==> src/rtl/shifter_arbiter.sv <==
// shifter_arbiter
// Shares the single execute-stage barrel shifter between two requesters:
// port 0 is the operand-2 path for register-specified shifts, and port 1 is
// the load/store offset unit. Each operation runs IDLE -> EXEC -> RESP.
// The 5-bit shifter amount is extended to the full 8-bit register amount with
// ARM result and carry-out semantics. Each result is held until its requester
// takes it.

module shifter_arbiter #(
  parameter int FIRST_PORT = 0
) (
  input  logic        CLK,
  input  logic        RESET,

  input  logic        Req0_Valid,
  output logic        Req0_Ready,
  input  logic [1:0]  Req0_Sh,
  input  logic [7:0]  Req0_Amt,
  input  logic [31:0] Req0_Data,
  input  logic        Req0_CarryIn,

  input  logic        Req1_Valid,
  output logic        Req1_Ready,
  input  logic [1:0]  Req1_Sh,
  input  logic [7:0]  Req1_Amt,
  input  logic [31:0] Req1_Data,
  input  logic        Req1_CarryIn,

  output logic        Rsp0_Valid,
  input  logic        Rsp0_Ready,
  output logic [31:0] Rsp0_Result,
  output logic        Rsp0_Carry,

  output logic        Rsp1_Valid,
  input  logic        Rsp1_Ready,
  output logic [31:0] Rsp1_Result,
  output logic        Rsp1_Carry,

  output logic [1:0]  Sh,
  output logic [4:0]  Shamt5,
  output logic [31:0] ShIn,
  input  logic [31:0] ShOut
);

  typedef enum logic [1:0] {
    ST_IDLE = 2'd0,
    ST_EXEC = 2'd1,
    ST_RESP = 2'd2
  } state_e;

  localparam logic [1:0] SH_LSL = 2'b00;
  localparam logic [1:0] SH_LSR = 2'b01;
  localparam logic [1:0] SH_ASR = 2'b10;

  // The pointer starts at the other port so that FIRST_PORT wins the first tie.
  localparam logic LAST_RESET = (FIRST_PORT == 0) ? 1'b1 : 1'b0;

  state_e      state_q,      state_d;
  logic        last_q,       last_d;
  logic [1:0]  op_sh_q,      op_sh_d;
  logic [7:0]  op_amt_q,     op_amt_d;
  logic [31:0] op_data_q,    op_data_d;
  logic        op_cin_q,     op_cin_d;
  logic        op_id_q,      op_id_d;
  logic        rsp0_valid_q, rsp0_valid_d;
  logic        rsp1_valid_q, rsp1_valid_d;
  logic [31:0] res0_q,       res0_d;
  logic [31:0] res1_q,       res1_d;
  logic        carry0_q,     carry0_d;
  logic        carry1_q,     carry1_d;

  logic        gnt_any;
  logic        gnt_id;
  logic        accept;
  logic        rsp_taken;

  logic [31:0] calc_result;
  logic        calc_carry;
  logic        amt_lt32;
  logic        amt_eq32;
  logic [4:0]  lsl_idx;
  logic [4:0]  rsh_idx;

  // Round-robin grant: a lone requester wins; on a tie the port that lost last time wins.
  always_comb begin
    // NOTE: every signal assigned in a combinational block gets a value on
    // every path (defaults first), otherwise synthesis infers a latch.
    gnt_any = Req0_Valid | Req1_Valid;
    gnt_id  = Req1_Valid;
    if (Req0_Valid && Req1_Valid) begin
      gnt_id = ~last_q;
    end
  end

  // Requests are only taken in IDLE, and never while reset is asserted.
  assign accept     = (state_q == ST_IDLE) && gnt_any && !RESET;
  assign Req0_Ready = accept && !gnt_id;
  assign Req1_Ready = accept &&  gnt_id;

  // ARM result/carry rules applied over the full 8-bit amount of the op in flight.
  always_comb begin
    calc_result = op_data_q;
    calc_carry  = op_cin_q;
    amt_lt32    = (op_amt_q[7:5] == 3'd0);
    amt_eq32    = (op_amt_q == 8'd32);
    // 32 - n taken modulo 32; only used for n in 1..31, where it is exact.
    lsl_idx     = 5'd0 - op_amt_q[4:0];
    rsh_idx     = op_amt_q[4:0] - 5'd1;

    if (op_amt_q != 8'd0) begin
      case (op_sh_q)
        SH_LSL: begin
          if (amt_lt32) begin
            calc_result = ShOut;
            calc_carry  = op_data_q[lsl_idx];
          end else begin
            calc_result = 32'd0;
            calc_carry  = amt_eq32 ? op_data_q[0] : 1'b0;
          end
        end
        SH_LSR: begin
          if (amt_lt32) begin
            calc_result = ShOut;
            calc_carry  = op_data_q[rsh_idx];
          end else begin
            calc_result = 32'd0;
            calc_carry  = amt_eq32 ? op_data_q[31] : 1'b0;
          end
        end
        SH_ASR: begin
          if (amt_lt32) begin
            calc_result = ShOut;
            calc_carry  = op_data_q[rsh_idx];
          end else begin
            calc_result = {32{op_data_q[31]}};
            calc_carry  = op_data_q[31];
          end
        end
        default: begin
          // ROR: a multiple of 32 leaves the value unchanged but still sets C.
          if (op_amt_q[4:0] == 5'd0) begin
            calc_result = op_data_q;
            calc_carry  = op_data_q[31];
          end else begin
            calc_result = ShOut;
            calc_carry  = ShOut[31];
          end
        end
      endcase
    end
  end

  // The response is taken when the owning port's Ready is high.
  assign rsp_taken = op_id_q ? Rsp1_Ready : Rsp0_Ready;

  // Next-state and next-datapath values for the sequencer.
  always_comb begin
    state_d      = state_q;
    last_d       = last_q;
    op_sh_d      = op_sh_q;
    op_amt_d     = op_amt_q;
    op_data_d    = op_data_q;
    op_cin_d     = op_cin_q;
    op_id_d      = op_id_q;
    rsp0_valid_d = rsp0_valid_q;
    rsp1_valid_d = rsp1_valid_q;
    res0_d       = res0_q;
    res1_d       = res1_q;
    carry0_d     = carry0_q;
    carry1_d     = carry1_q;

    case (state_q)
      ST_IDLE: begin
        if (accept) begin
          op_id_d   = gnt_id;
          last_d    = gnt_id;
          op_sh_d   = gnt_id ? Req1_Sh      : Req0_Sh;
          op_amt_d  = gnt_id ? Req1_Amt     : Req0_Amt;
          op_data_d = gnt_id ? Req1_Data    : Req0_Data;
          op_cin_d  = gnt_id ? Req1_CarryIn : Req0_CarryIn;
          state_d   = ST_EXEC;
        end
      end
      ST_EXEC: begin
        if (op_id_q) begin
          res1_d       = calc_result;
          carry1_d     = calc_carry;
          rsp1_valid_d = 1'b1;
        end else begin
          res0_d       = calc_result;
          carry0_d     = calc_carry;
          rsp0_valid_d = 1'b1;
        end
        state_d = ST_RESP;
      end
      ST_RESP: begin
        if (rsp_taken) begin
          rsp0_valid_d = 1'b0;
          rsp1_valid_d = 1'b0;
          state_d      = ST_IDLE;
        end
      end
      default: begin
        state_d = ST_IDLE;
      end
    endcase
  end

  // Sequencer state, op registers and registered response outputs.
  always_ff @(posedge CLK or posedge RESET) begin
    if (RESET) begin
      // NOTE: the op registers are reset too, because they drive the shifter
      // directly and an in-flight op must be dropped, not replayed.
      state_q      <= ST_IDLE;
      last_q       <= LAST_RESET;
      op_sh_q      <= 2'd0;
      op_amt_q     <= 8'd0;
      op_data_q    <= 32'd0;
      op_cin_q     <= 1'b0;
      op_id_q      <= 1'b0;
      rsp0_valid_q <= 1'b0;
      rsp1_valid_q <= 1'b0;
      res0_q       <= 32'd0;
      res1_q       <= 32'd0;
      carry0_q     <= 1'b0;
      carry1_q     <= 1'b0;
    end else begin
      // NOTE: state is updated with non-blocking assignments, so every flop
      // samples values from before the edge, whatever order the lines are in.
      state_q      <= state_d;
      last_q       <= last_d;
      op_sh_q      <= op_sh_d;
      op_amt_q     <= op_amt_d;
      op_data_q    <= op_data_d;
      op_cin_q     <= op_cin_d;
      op_id_q      <= op_id_d;
      rsp0_valid_q <= rsp0_valid_d;
      rsp1_valid_q <= rsp1_valid_d;
      res0_q       <= res0_d;
      res1_q       <= res1_d;
      carry0_q     <= carry0_d;
      carry1_q     <= carry1_d;
    end
  end

  // The shifter is driven straight from the op registers, so its inputs change
  // only on clock edges and keep the last op's values outside EXEC.
  assign Sh          = op_sh_q;
  assign Shamt5      = op_amt_q[4:0];
  assign ShIn        = op_data_q;

  assign Rsp0_Valid  = rsp0_valid_q;
  assign Rsp1_Valid  = rsp1_valid_q;
  assign Rsp0_Result = res0_q;
  assign Rsp1_Result = res1_q;
  assign Rsp0_Carry  = carry0_q;
  assign Rsp1_Carry  = carry1_q;

endmodule

==> config.mk <==
export PLATFORM = sky130hd
export DESIGN_NAME = shifter_arbiter
export DESIGN_NICKNAME = d
export VERILOG_FILES = /design/src/rtl/shifter_arbiter.sv
export SDC_FILE = /design/constraint.sdc
export NUM_CORES = 1
export LEC_CHECK = 0
export ABC_CLOCK_PERIOD_IN_PS = 3500
export BUFFER_PORTS_ARGS = -buffer_cell sky130_fd_sc_hd__buf_2
export CAP_MARGIN = 25
export CORE_MARGIN = 2
export CORE_UTILIZATION = 45
export DETAILED_ROUTE_END_ITERATION = 8
export GPL_ROUTABILITY_DRIVEN = 1
export PLACE_DENSITY = 0.77
export SETUP_SLACK_MARGIN = 0.4
export SLEW_MARGIN = 5
export SYNTH_ARGS = -nofsm -noshare
export SYNTH_HDL_FRONTEND = slang
export SYNTH_SLANG_ARGS = --single-unit
==> constraint.sdc <==
create_clock -name CLK -period 3.5 [get_ports CLK]
set_input_delay 0.35 -clock CLK [delete_from_list [all_inputs] [get_ports CLK]]
set_output_delay 0.35 -clock CLK [all_outputs]
set_load 0.005 [all_outputs]
# Word-level counts from Yosys, hierarchy flattened
# Cells that the tools add are included.
# totals
regBits,115
# op_classes
addsub,2
n_lt_le_gt_ge,2
n_eq_ne,9
muxes,31
bitwise_logic,3
n_reduce_logical,20
# ops
op,count
$mux W32,5
$pmux W32 S2,1
$mux W1,15
$lt A5 B6 Y1 const B,2
$bmux W1 S5,2
$eq A8 B6 Y1 const B,1
$mux W8,1
$ne A2 B2 Y1 const B,4
$reduce_and A2 Y1,4
$reduce_bool A8 Y1,1
$mux W2,3
$pmux W2 S3,1
$reduce_and A3 Y1,2
$logic_and A1 B1 Y1,5
$logic_not A5 Y1,1
$sub A1 B5 Y5 const A,1
$sub A5 B1 Y5 const B,1
$eq A2 B1 Y1 const B,2
$eq A2 B2 Y1 const B,2
$logic_not A2 Y1,2
$pmux W1 S2,2
$logic_not A3 Y1,1
$pmux W1 S3,1
$logic_not A1 Y1,2
other kinds (4),5

# Logic depth before layout (Yosys ltp)
# Gate-level depths: netlist of the first run.
# logic_depth
depth_word,6
depth_mapped,16
mapped_depth_nobuf,12

# Least setup slack after synthesis of the first run
# Ideal clock, no wire load.
# synth_timing
kind,reg2reg
startpoint,register op_amt_q[0]
endpoint,register carry1_q (netlist: Rsp1_Carry)
setup_ns,0.139
t_arrival_ns,2.537
required_time_ns,3.361
path_slack_ns,0.824
stages_incl_launch_ff,12
path_buffers,3
path_cell_list,dfrtp_1 -> buf_6 -> buf_4 -> inv_1 -> ha_1 -> buf_2 -> mux4_2 -> mux4_2 -> nand2_1 -> nand3_1 -> a21oi_2 -> a31oi_1
# synth_via
elab_chain_len,6
# synth_rtl
item,line_no,source
start: declaration,61,"logic [7:0] op_amt_q, op_amt_d;"
start signal: assignment,233,op_amt_q <= op_amt_d;
$sub A5 B1 Y5 or $sub A1 B5 Y5 (tied branches),"108, 107",
"$bmux W1 S5, on equally long branches","124, 133, 115",
"$mux W1, on equally long branches","124, 133, 115",
"$mux W1, on equally long branches","131, 113, 122",
$pmux W1 S3,111,case (op_sh_q)
$mux W1 (*),110,if (op_amt_q != 8'd0) begin
end signal: assignment,242,carry1_q <= carry1_d;
end: declaration,70,"logic carry1_q, carry1_d;"
# Every way passes the cells marked *; elsewhere a longest branch is shown, timed or not. The select of a mux whose other input is x is not followed.
# A chain may end at the register's enable or synchronous reset.

# Worst setup path in the final report of the first run
# layout_timing
startpoint,register op_amt_q[1]
endpoint,register carry1_q (netlist: Rsp1_Carry)
# Same word-level chain as after synthesis.

==> flow_summary.yaml, run 1 <==
timing:
  setup_violations: 0
  relSlewSlack: 0.407
  hold_viol_final: 0
  grt_setup_unrepaired: "no"
  slew_viol_final: 0
  period_needed_ns: 2.84
  fin_skew_ns: 0.00857
  tightest_slew_ns: 0.887
  whs_ns: 0.108
  layout_setup_ws_ns: 0.662
  fmax_mhz: 352
  finalCritPeriodShare: 0.811
  setup_tns_ns: 0
synthesis:
  syn_nets: 775
  ys_seq_area_frac: 0.477
  synth_area_leaders: "dfrtp_1 (47%), nand2_1 (9.8%), mux2i_1 (8.6%)"
  synthesis.area_um2: 6040
  synthDistinctLibCells: 48
  synth_enable_flop_cells: 0
  synth_top_area_share: 0.473
  syn_avg_cell_area_um2: 9.30
  synthCells: 649
  synth_flop_cell: "dfrtp_1"
  yosysWarnings: 0
  ys_ff_latch: 115
  ys_async_sr_fraction: 1.00
  synth_largest_area_cell: "dfrtp_1"
grt:
  grt_pass1_wl_um: 28200
  antenna_found_initial: 0
  grt-ovfl-total: 0
  grtUsageTotal: 0.254
  grt_max_degree: 116
  grt_pass1_vias: 5489
finish:
  mostFrequentLayoutCells: "buf_2 (232), nand2_1 (156), dfrtp_1 (114)"
  area_growth_pct: 31.4
  num_antenna_cells: 0
  fin_nets: 983
  final_util: 0.601
  stdcell_area_um2: 7930
  layout-drive-gt1-share: 0.343
  final_common_cell: "buf_2"
routing:
  ant_nets: 0
  dr.pass1.iters: 5
  routed_via_density: 5.43
  wl_per_cell_um: 17.1
  num_vias: 5681
  drtIter0Drc: 351
  drcViolationCount: 0
  drt-total-wl_um: 17900
power_and_ir_drop:
  power_density_nw_per_um2: 1020
  comb_power_share: 0.439
  switching_share: 0.394
  p_int_uw: 4890
  ir_worst_vdd_v: 0.000471
  p_switching_uw: 3180
  pwr-share-clk: 0.234
  pwr-share-seq: 0.327
  p_leak_uw: 0.00402
placement:
  dp_hpwl_um: 12700
  port_buffers: 232
  post_dp_cell_area_um2: 7280
  globalplace.congestion: 0.920
  dp_slack_ns: 0.639
die:
  fp.dieW_um: 120
  die-area_um2: 14400
  initial_core_util: 0.458
  design.core.area_um2: 13200
  io_pins: 233
  die_y_um: 120
  std_cell_rows: 42
cts:
  hold_buffers: 0
  clkSlewWorstSetupHoldPaths_ns: 0.05
  clockBufferDepth: 2
  cts_inserted_buffers: 17
  insertion_delay_ns: 0.41
  ctsResizeCount: 0
  cts_root_buf: "clkbuf_16"
  post_cts_buffers: 0
  ctsHtreeMaxLevel: 4
  cts_tree: "yes"
  cts_sinks: 115
flow_run:
  maxCapViolCount: 0
critical_path:
  r2r_start: "op_amt_q[1]$_DFFE_PP0P_"
  crit_end: "Rsp1_Carry$_DFFE_PP0P_"
  arrival_ns: 3.11
  crit_type: "flop to flop"
  cp-start-kind: "flop"
  reg2reg_depth: 8
  cp_max_fo: 15
  end_kind: "flop"
  crit_path_start: "op_amt_q[1]$_DFFE_PP0P_"
  r2r_slack_ns: 0.66
  reg2reg_to: "Rsp1_Carry$_DFFE_PP0P_"
  cp_data_required_time_ns: 3.78
hold_path:
  hold_class: "input pin to async pin"
run_status:
  status: "finished, final reports clean"
## how the worst min path moves through the flow
stage	startpoint	to	slack, ns	cells past startpoint
after global placement	Rsp0_Result[30]$_DFFE_PP0P_	Rsp0_Result[30]$_DFFE_PP0P_	0.46	2
after global routing	RESET	Rsp1_Valid$_DFFE_PP0P_	0.19	3
after floorplan	op_cin_q$_DFFE_PP0P_	op_cin_q$_DFFE_PP0P_	0.45	2
after CTS	RESET	Rsp1_Result[3]$_DFFE_PP0P_	0.15	3
after detailed placement	Rsp1_Result[29]$_DFFE_PP0P_	Rsp1_Result[29]$_DFFE_PP0P_	0.46	2
final	RESET	Rsp0_Valid$_DFFE_PP0P_	0.11	3
## per-stage QoR
step	power, µW	cells
after floorplan	4870	649
after global placement	6060	1013
after detailed placement	6170	1013
after CTS	8100	1045
after global routing	8680	1046
final	8070	1046
## flip-flops by register name, summed over array words and instances, names as in the netlist
| signal | cells |
|---|---|
| op_id_q | 1 |
| state_q | 2 |
| Rsp0_Valid | 1 |
| op_amt_q | 8 |
| Rsp0_Carry | 1 |
| Rsp1_Valid | 1 |
| op_cin_q | 1 |
| ShIn | 32 |
| Sh | 2 |
| Rsp1_Carry | 1 |
| last_q | 1 |
| Rsp1_Result | 32 |
| Rsp0_Result | 32 |
## cell type report
| type | count | area, µm² |
|---|---|---|
| repair buffers | 246 | 1300 |
| clock buffers | 22 | 454 |
| well taps | 176 | 220 |
| fillers | 1155 | 5260 |
| clock inverters | 10 | 179 |
| flip-flops and latches | 115 | 2880 |
| inverters | 7 | 30.0 |
| multi-input cells | 470 | 2870 |
## logic make-up (layout without fill, tap and decap cells)
kind of cell    Yosys count  count (layout)  share of synthesized area
fa+ha+maj                 2               2                    0.00414
simple gates            196             196                      0.137
buf+inv                  64             285                     0.0531
mux                      69              69                      0.150
compound gates          200             200                      0.175
xor+xnor                  3               3                    0.00435
flops                   115             115                      0.477
## worst max-delay path: stages, from the launching register on
cell and delay (ns):
dfrtp_1 0.43, inv_1 0.06, ha_1 0.71, mux4_2 0.58
mux4_2 0.47, nand2_1 0.08, nand3_1 0.10, a21oi_2 0.17
a31oi_1 0.09
## power groups by stage
stage | registers, µW | clock network, µW | logic (µW)
2_1_floorplan | 2440 | 0 | 2430
3_3_place_gp | 2640 | 0 | 3420
3_5_place_dp | 2660 | 0 | 3520
4_1_cts | 2640 | 1910 | 3550
5_1_grt | 2740 | 1970 | 3980
6_report | 2640 | 1890 | 3550
## routing by layer
layer  global-route usage  vias to the layer above  share of wire
met3               0.0480                       33          0.071
li1                     -                     2695              -
met2                0.423                      256           0.47
met1                0.331                     2697           0.43
met5                    0                        -              0
met4               0.0956                        0          0.021
## cells in the mapped netlist, drive strengths merged (2+ instances only)
cell type	instances
mux2i	52
a221oi	2
xnor2	3
mux2	2
nor2	10
or3	2
o21ai	117
a21boi	2
nor2b	3
ha	2
a21oi	65
o311ai	2
clkbuf	27
buf	30
nand2	158
dfrtp	114
inv	7
mux4	15
nand4b	2
a31oi	5
nand3	5
nor3	4
a21o	2
nand2b	4
Power figures use the tool's default switching activity.
==> inputs of run 2 (changes only) <==
--- a/config.mk
+++ b/config.mk
@@ -5,7 +5,7 @@
 export SDC_FILE = /design/constraint.sdc
 export NUM_CORES = 1
 export LEC_CHECK = 0
-export ABC_CLOCK_PERIOD_IN_PS = 3500
+export ABC_CLOCK_PERIOD_IN_PS = 2330
 export BUFFER_PORTS_ARGS = -buffer_cell sky130_fd_sc_hd__buf_2
 export CAP_MARGIN = 25
 export CORE_MARGIN = 2
==> constraint.sdc (replaced) <==
create_clock -name CLK -period 2.33 [get_ports CLK]
set_input_delay 0.233 -clock CLK [delete_from_list [all_inputs] [get_ports CLK]]
set_output_delay 0.233 -clock CLK [all_outputs]
set_load 0.005 [all_outputs]
==> flow_summary.yaml, run 2 (synthesis gave the netlist of run 1 again) <==
power_and_ir_drop:
  p_switching_uw: 5490
  power_density_nw_per_um2: 1550
  pwr-share-clk: 0.205
  p_leak_uw: 0.00429
  pwr-share-seq: 0.293
  comb_power_share: 0.502
  ir_worst_vdd_v: 0.000772
  switching_share: 0.404
  p_int_uw: 8090
cts:
  insertion_delay_ns: 0.42
  cts_inserted_buffers: 17
  clockBufferDepth: 2
  ctsHtreeMaxLevel: 4
  cts_sinks: 115
  cts_root_buf: "clkbuf_16"
  clkSlewWorstSetupHoldPaths_ns: 0.05
  cts_tree: "yes"
grt:
  grtUsageTotal: 0.275
  grt_max_degree: 65
  grt_pass1_wl_um: 30100
  grt_pass1_vias: 5715
  grt-ovfl-total: 0
  antenna_found_initial: 0
timing:
  finalCritPeriodShare: 0.979
  tightest_slew_ns: 0.779
  fmax_mhz: 439
  fin_skew_ns: 0.00696
  period_needed_ns: 2.28
  slew_viol_final: 0
  setup_violations: 0
  relSlewSlack: 0.480
  grt_setup_unrepaired: "yes"
  hold_viol_final: 0
critical_path:
  cp_data_required_time_ns: 2.62
  cp-start-kind: "flop"
  cp_max_fo: 3
  end_kind: "flop"
  arrival_ns: 2.57
  r2r_slack_ns: 0.05
  crit_type: "flop to flop"
finish:
  num_antenna_cells: 0
  multi_input_area_um2: 3290
  stdcell_area_um2: 8780
  final_common_cell: "buf_2"
  layout-drive-gt1-share: 0.446
  nFillCells: 1039
  area_growth_pct: 45.5
  stdcell_count: 1082
  mostFrequentLayoutCells: "buf_2 (232), nand2_1 (155), dfrtp_1 (114)"
  fin_nets: 1019
  seq_area_um2: 2880
flow_run:
  maxCapViolCount: 0
die:
  std_cell_rows: 42
  initial_core_util: 0.458
  io_pins: 233
  fp.dieW_um: 120
  design.core.area_um2: 13200
  die-area_um2: 14400
  die_y_um: 120
placement:
  placed_cells_incl_taps: 1025
  globalplace.congestion: 0.857
  port_buffers: 232
  dp_hpwl_um: 12800
  post_dp_cell_area_um2: 7510
routing:
  routed_via_density: 5.49
  dr.pass1.iters: 5
  drcViolationCount: 0
  num_vias: 5938
  ant_nets: 0
  drtIter0Drc: 527
  drt-total-wl_um: 20000
  wl_per_cell_um: 18.5
run_status:
  status: "finished, final reports clean"
hold_path:
  hold_class: "input pin to flop"
## run 2: stage by stage
step | TNS [ns] | hold WS (ns) | utilization | power [µW] | worst slack, ns
2_1_floorplan | -0.328 | 0.429 | - | 7590 | -0.178
3_3_place_gp | 0 | 0.382 | 0.570 | 9500 | 0.0789
3_5_place_dp | 0 | 0.391 | 0.570 | 9660 | 0.0290
4_1_cts | 0 | 0.0907 | 0.652 | 13200 | 0.0704
5_1_grt | -0.0844 | 0.113 | 0.666 | 14400 | -0.0444
6_report | 0 | 0.0986 | 0.666 | 13600 | 0.0497
## run 2: worst paths after layout
| path | from | end | depth (start not counted) |
|---|---|---|---|
| max | op_amt_q[0]$_DFFE_PP0P_ | Rsp1_Carry$_DFFE_PP0P_ | 13 |
| min | Req0_Data[30] | ShIn[30]$_DFFE_PP0P_ | 3 |
| max reg2reg | op_amt_q[0]$_DFFE_PP0P_ | Rsp1_Carry$_DFFE_PP0P_ | 13 |
| min reg2reg | Rsp1_Result[16]$_DFFE_PP0P_ | Rsp1_Result[16]$_DFFE_PP0P_ | 2 |
| max in group asynchronous | RESET | last_q$_DFFE_PP1P_ | 4 |
| min in group asynchronous | RESET | state_q[0]$_DFFE_PP0P_ | 3 |
## run 2: per-layer routing
metal / GRT usage / wire length (µm) / up-vias / part of all wire
li1: - / - / 2769 / -
met1: 0.341 / 8070 / 2801 / 0.40
met2: 0.456 / 9750 / 322 / 0.49
met3: 0.0608 / 1540 / 46 / 0.077
met4: 0.132 / 605 / 0 / 0.030
met5: 0 / 0 / - / 0
## run 2: power by group through the flow
stage                     Clock [µW]  Sequential, µW  Combinational [µW]
after global placement             0            3880                5620
after global routing            2900            4080                7400
after floorplan                    0            3680                3910
final                           2790            3970                6820
after detailed placement           0            3900                5750
after CTS                       2800            3920                6480
## run 2: area by class of cell
cell class	count	area share
Multi-Input combinational cell	474	0.375
Sequential cell	115	0.328
Clock buffer	23	0.0544
Inverter	7	0.00370
Tap cell	176	0.0251
Clock inverter	9	0.0172
Timing Repair Buffer	278	0.197
## run 2: worst max-delay path: stages, from the launching register on
cell and delay (ns):
dfrtp_1 0.41, inv_4 0.08, ha_4 0.16, nand2b_4 0.06
nor2_2 0.12, ha_2 0.22, mux2i_2 0.27, buf_4 0.16
nand2_1 0.06, o311ai_1 0.11, a31oi_1 0.13, o31a_1 0.13
a21oi_2 0.14, a31oi_1 0.09
## run 2: timing repair
item / in CTS / in global routing
hold buffers: 1 / 0
gates resized for setup: 68 / 20
cloned: 7 / 1
setup buffers: 8 / 8
endpoints found under the setup margin: 64 / 71
hold endpoints to repair: 26 / 0
pin swaps: 28 / 21
==> inputs of run 3 (changes only) <==
--- a/config.mk
+++ b/config.mk
@@ -6,14 +6,13 @@
 export NUM_CORES = 1
 export LEC_CHECK = 0
 export ABC_CLOCK_PERIOD_IN_PS = 2330
-export BUFFER_PORTS_ARGS = -buffer_cell sky130_fd_sc_hd__buf_2
+export BUFFER_PORTS_ARGS = -buffer_cell sky130_fd_sc_hd__clkbuf_2
 export CAP_MARGIN = 25
 export CORE_MARGIN = 2
 export CORE_UTILIZATION = 45
 export DETAILED_ROUTE_END_ITERATION = 8
 export GPL_ROUTABILITY_DRIVEN = 1
 export PLACE_DENSITY = 0.77
-export SETUP_SLACK_MARGIN = 0.4
 export SLEW_MARGIN = 5
 export SYNTH_ARGS = -nofsm -noshare
 export SYNTH_HDL_FRONTEND = slang
==> flow_summary.yaml, run 3 (synthesis gave the netlist of run 1 again) <==
routing:
  routed_via_density: 5.41
  met1_length_um: 7670
  wl_met2_um: 8790
  drt-total-wl_um: 18400
  num_vias: 5767
  ant_nets: 0
  routed.top_layer: "met4"
  drtIter0Drc: 436
  drcViolationCount: 0
  dr.pass1.iters: 5
  wl_per_cell_um: 17.2
  wl_met3_um: 1480
critical_path:
  path_cells: "inv_4 > ha_4 > mux4_2 > mux4_2 > nand2_1 > nand3_1 > a21oi_2 > a31oi_1"
  arrival_ns: 2.66
  crit_top_cell: "mux4_2"
  crit_path_top_delay_cell: "mux4_2"
  cp_data_required_time_ns: 2.62
  end_kind: "flop"
  cp-start-kind: "flop"
  crit_type: "flop to flop"
  path_buf_inv: 1
  cp_max_fo: 3
  cp_top_family: "multiplexers"
  max_stage_delay_ns: 0.50
timing:
  fin_skew_ns: 0.00970
  period_needed_ns: 2.37
  setup_tns_ns: -0.0505
  hold_viol_final: 1
  layout_setup_ws_ns: -0.0437
  setup_violations: 2
  relSlewSlack: 0.476
  finalCritPeriodShare: 1.02
  slew_viol_final: 0
  tightest_slew_ns: 0.785
  whs_ns: -0.00365
  grt_setup_unrepaired: "yes"
  fmax_mhz: 421
cts:
  clockBufferDepth: 2
  ctsHtreeMaxLevel: 4
  cts_inserted_buffers: 17
  hold_buffers: 0
  clkSlewWorstSetupHoldPaths_ns: 0.06
  insertion_delay_ns: 0.42
  cts_sinks: 115
  cts_tree: "yes"
  cts_root_buf: "clkbuf_16"
power_and_ir_drop:
  comb_power_share: 0.477
  power_density_nw_per_um2: 1550
  switching_share: 0.391
  p_int_uw: 7800
  p_switching_uw: 5000
  pwr-share-seq: 0.305
  p_leak_uw: 0.00415
  pwr-share-clk: 0.218
  ir_worst_vdd_v: 0.000688
  power_uw: 12800
grt:
  grtUsageTotal: 0.257
  grt_pass1_vias: 5537
  grt_max_degree: 116
  grt_pass1_wl_um: 28400
  grt-ovfl-total: 0
  antenna_found_initial: 0
finish:
  multi_input_area_um2: 2930
  final_util: 0.625
  mostFrequentLayoutCells: "clkbuf_2 (232), nand2_1 (155), dfrtp_1 (114)"
  final_common_cell: "clkbuf_2"
  fin_nets: 1004
  seq_area_um2: 2880
  num_antenna_cells: 0
  nFillCells: 1139
  area_growth_pct: 36.5
  layout-drive-gt1-share: 0.373
die:
  io_pins: 233
  initial_core_util: 0.458
  die-area_um2: 14400
  std_cell_rows: 42
  fp.dieW_um: 120
  die_y_um: 120
  design.core.area_um2: 13200
run_status:
  violations: "negative hold slack, negative setup slack"
  status: "finished, violations left"
hold_path:
  hold_class: "input pin to async pin"
placement:
  port_buffers: 232
  dp_hpwl_um: 13000
  globalplace.congestion: 0.891
flow_run:
  maxCapViolCount: 0
-- run 3: cell types whose count changed in the layout (fill, tap and decap cells not counted), sizes merged --
| cell | delta |
|---|---|
| buf | -244 |
| clkbuf | +233 |
| and2 | -3 |
| clkinv | -2 |
| clkinvlp | +1 |
| dlygate4sd3 | -1 |
-- run 3: power groups by stage --
| stage | logic, µW | clock network [µW] | registers [µW] |
|---|---|---|---|
| 2_1_floorplan | 3710 | 0 | 3670 |
| 3_3_place_gp | 5640 | 0 | 3890 |
| 3_5_place_dp | 5780 | 0 | 3910 |
| 4_1_cts | 5810 | 2820 | 3890 |
| 5_1_grt | 6760 | 2910 | 4040 |
| 6_report | 6110 | 2790 | 3910 |
-- run 3: worst min-delay path, delay by kind of cell --
family	cells	cell delay (ns)
buf+inv	3	0.64
-- run 3: final timing paths --
path                                             start                          end  slack (ns)  depth (start not counted)
hold reg to reg            Rsp0_Result[13]$_DFFE_PP0P_  Rsp0_Result[13]$_DFFE_PP0P_        0.48                          2
setup / recovery               op_amt_q[0]$_DFFE_PP0P_       Rsp1_Carry$_DFFE_PP0P_       -0.04                          8
setup reg to reg               op_amt_q[0]$_DFFE_PP0P_       Rsp1_Carry$_DFFE_PP0P_       -0.04                          8
hold / removal                                   RESET       Rsp0_Valid$_DFFE_PP0P_      -0.004                          3
min in group CLK                           Req0_Amt[4]      op_amt_q[4]$_DFFE_PP0P_        0.11                          3
max in group asynchronous                        RESET          ShIn[4]$_DFFE_PP0P_        1.83                          3
-- run 3: layout make-up --
type,instances,area share
multi-input cells,471,0.356
flip-flops and latches,115,0.349
repair buffers,266,0.187
clock buffers,23,0.0592
well taps,176,0.0267
clock inverters,8,0.0181
inverters,7,0.00395
-- run 3: metrics by stage --
stage | cell area, µm² | setup WS [ns] | instances | hold WS, ns
finish | 8240 | -0.0437 | 1066 | -0.00365
global route | 8240 | -0.112 | 1066 | 0.0926
CTS | 8120 | 0.0104 | 1059 | 0.0246
detailed placement | 7480 | 0.000730 | 1028 | 0.469
global placement | 7480 | 0.0310 | 1028 | 0.460
floorplan | 6070 | -0.178 | 649 | 0.429
-- run 3: per-layer routing --
| layer | up-vias | global-route usage |
|---|---|---|
| met5 | - | 0 |
| met4 | 0 | 0.101 |
| met3 | 29 | 0.0570 |
| met2 | 284 | 0.424 |
| met1 | 2719 | 0.330 |
| li1 | 2735 | - |
-- run 3: repair_timing --
action,4_1_cts,5_1_grt
endpoints found under the setup margin,0,3
gates resized for setup,0,15
buffers inserted,0,6
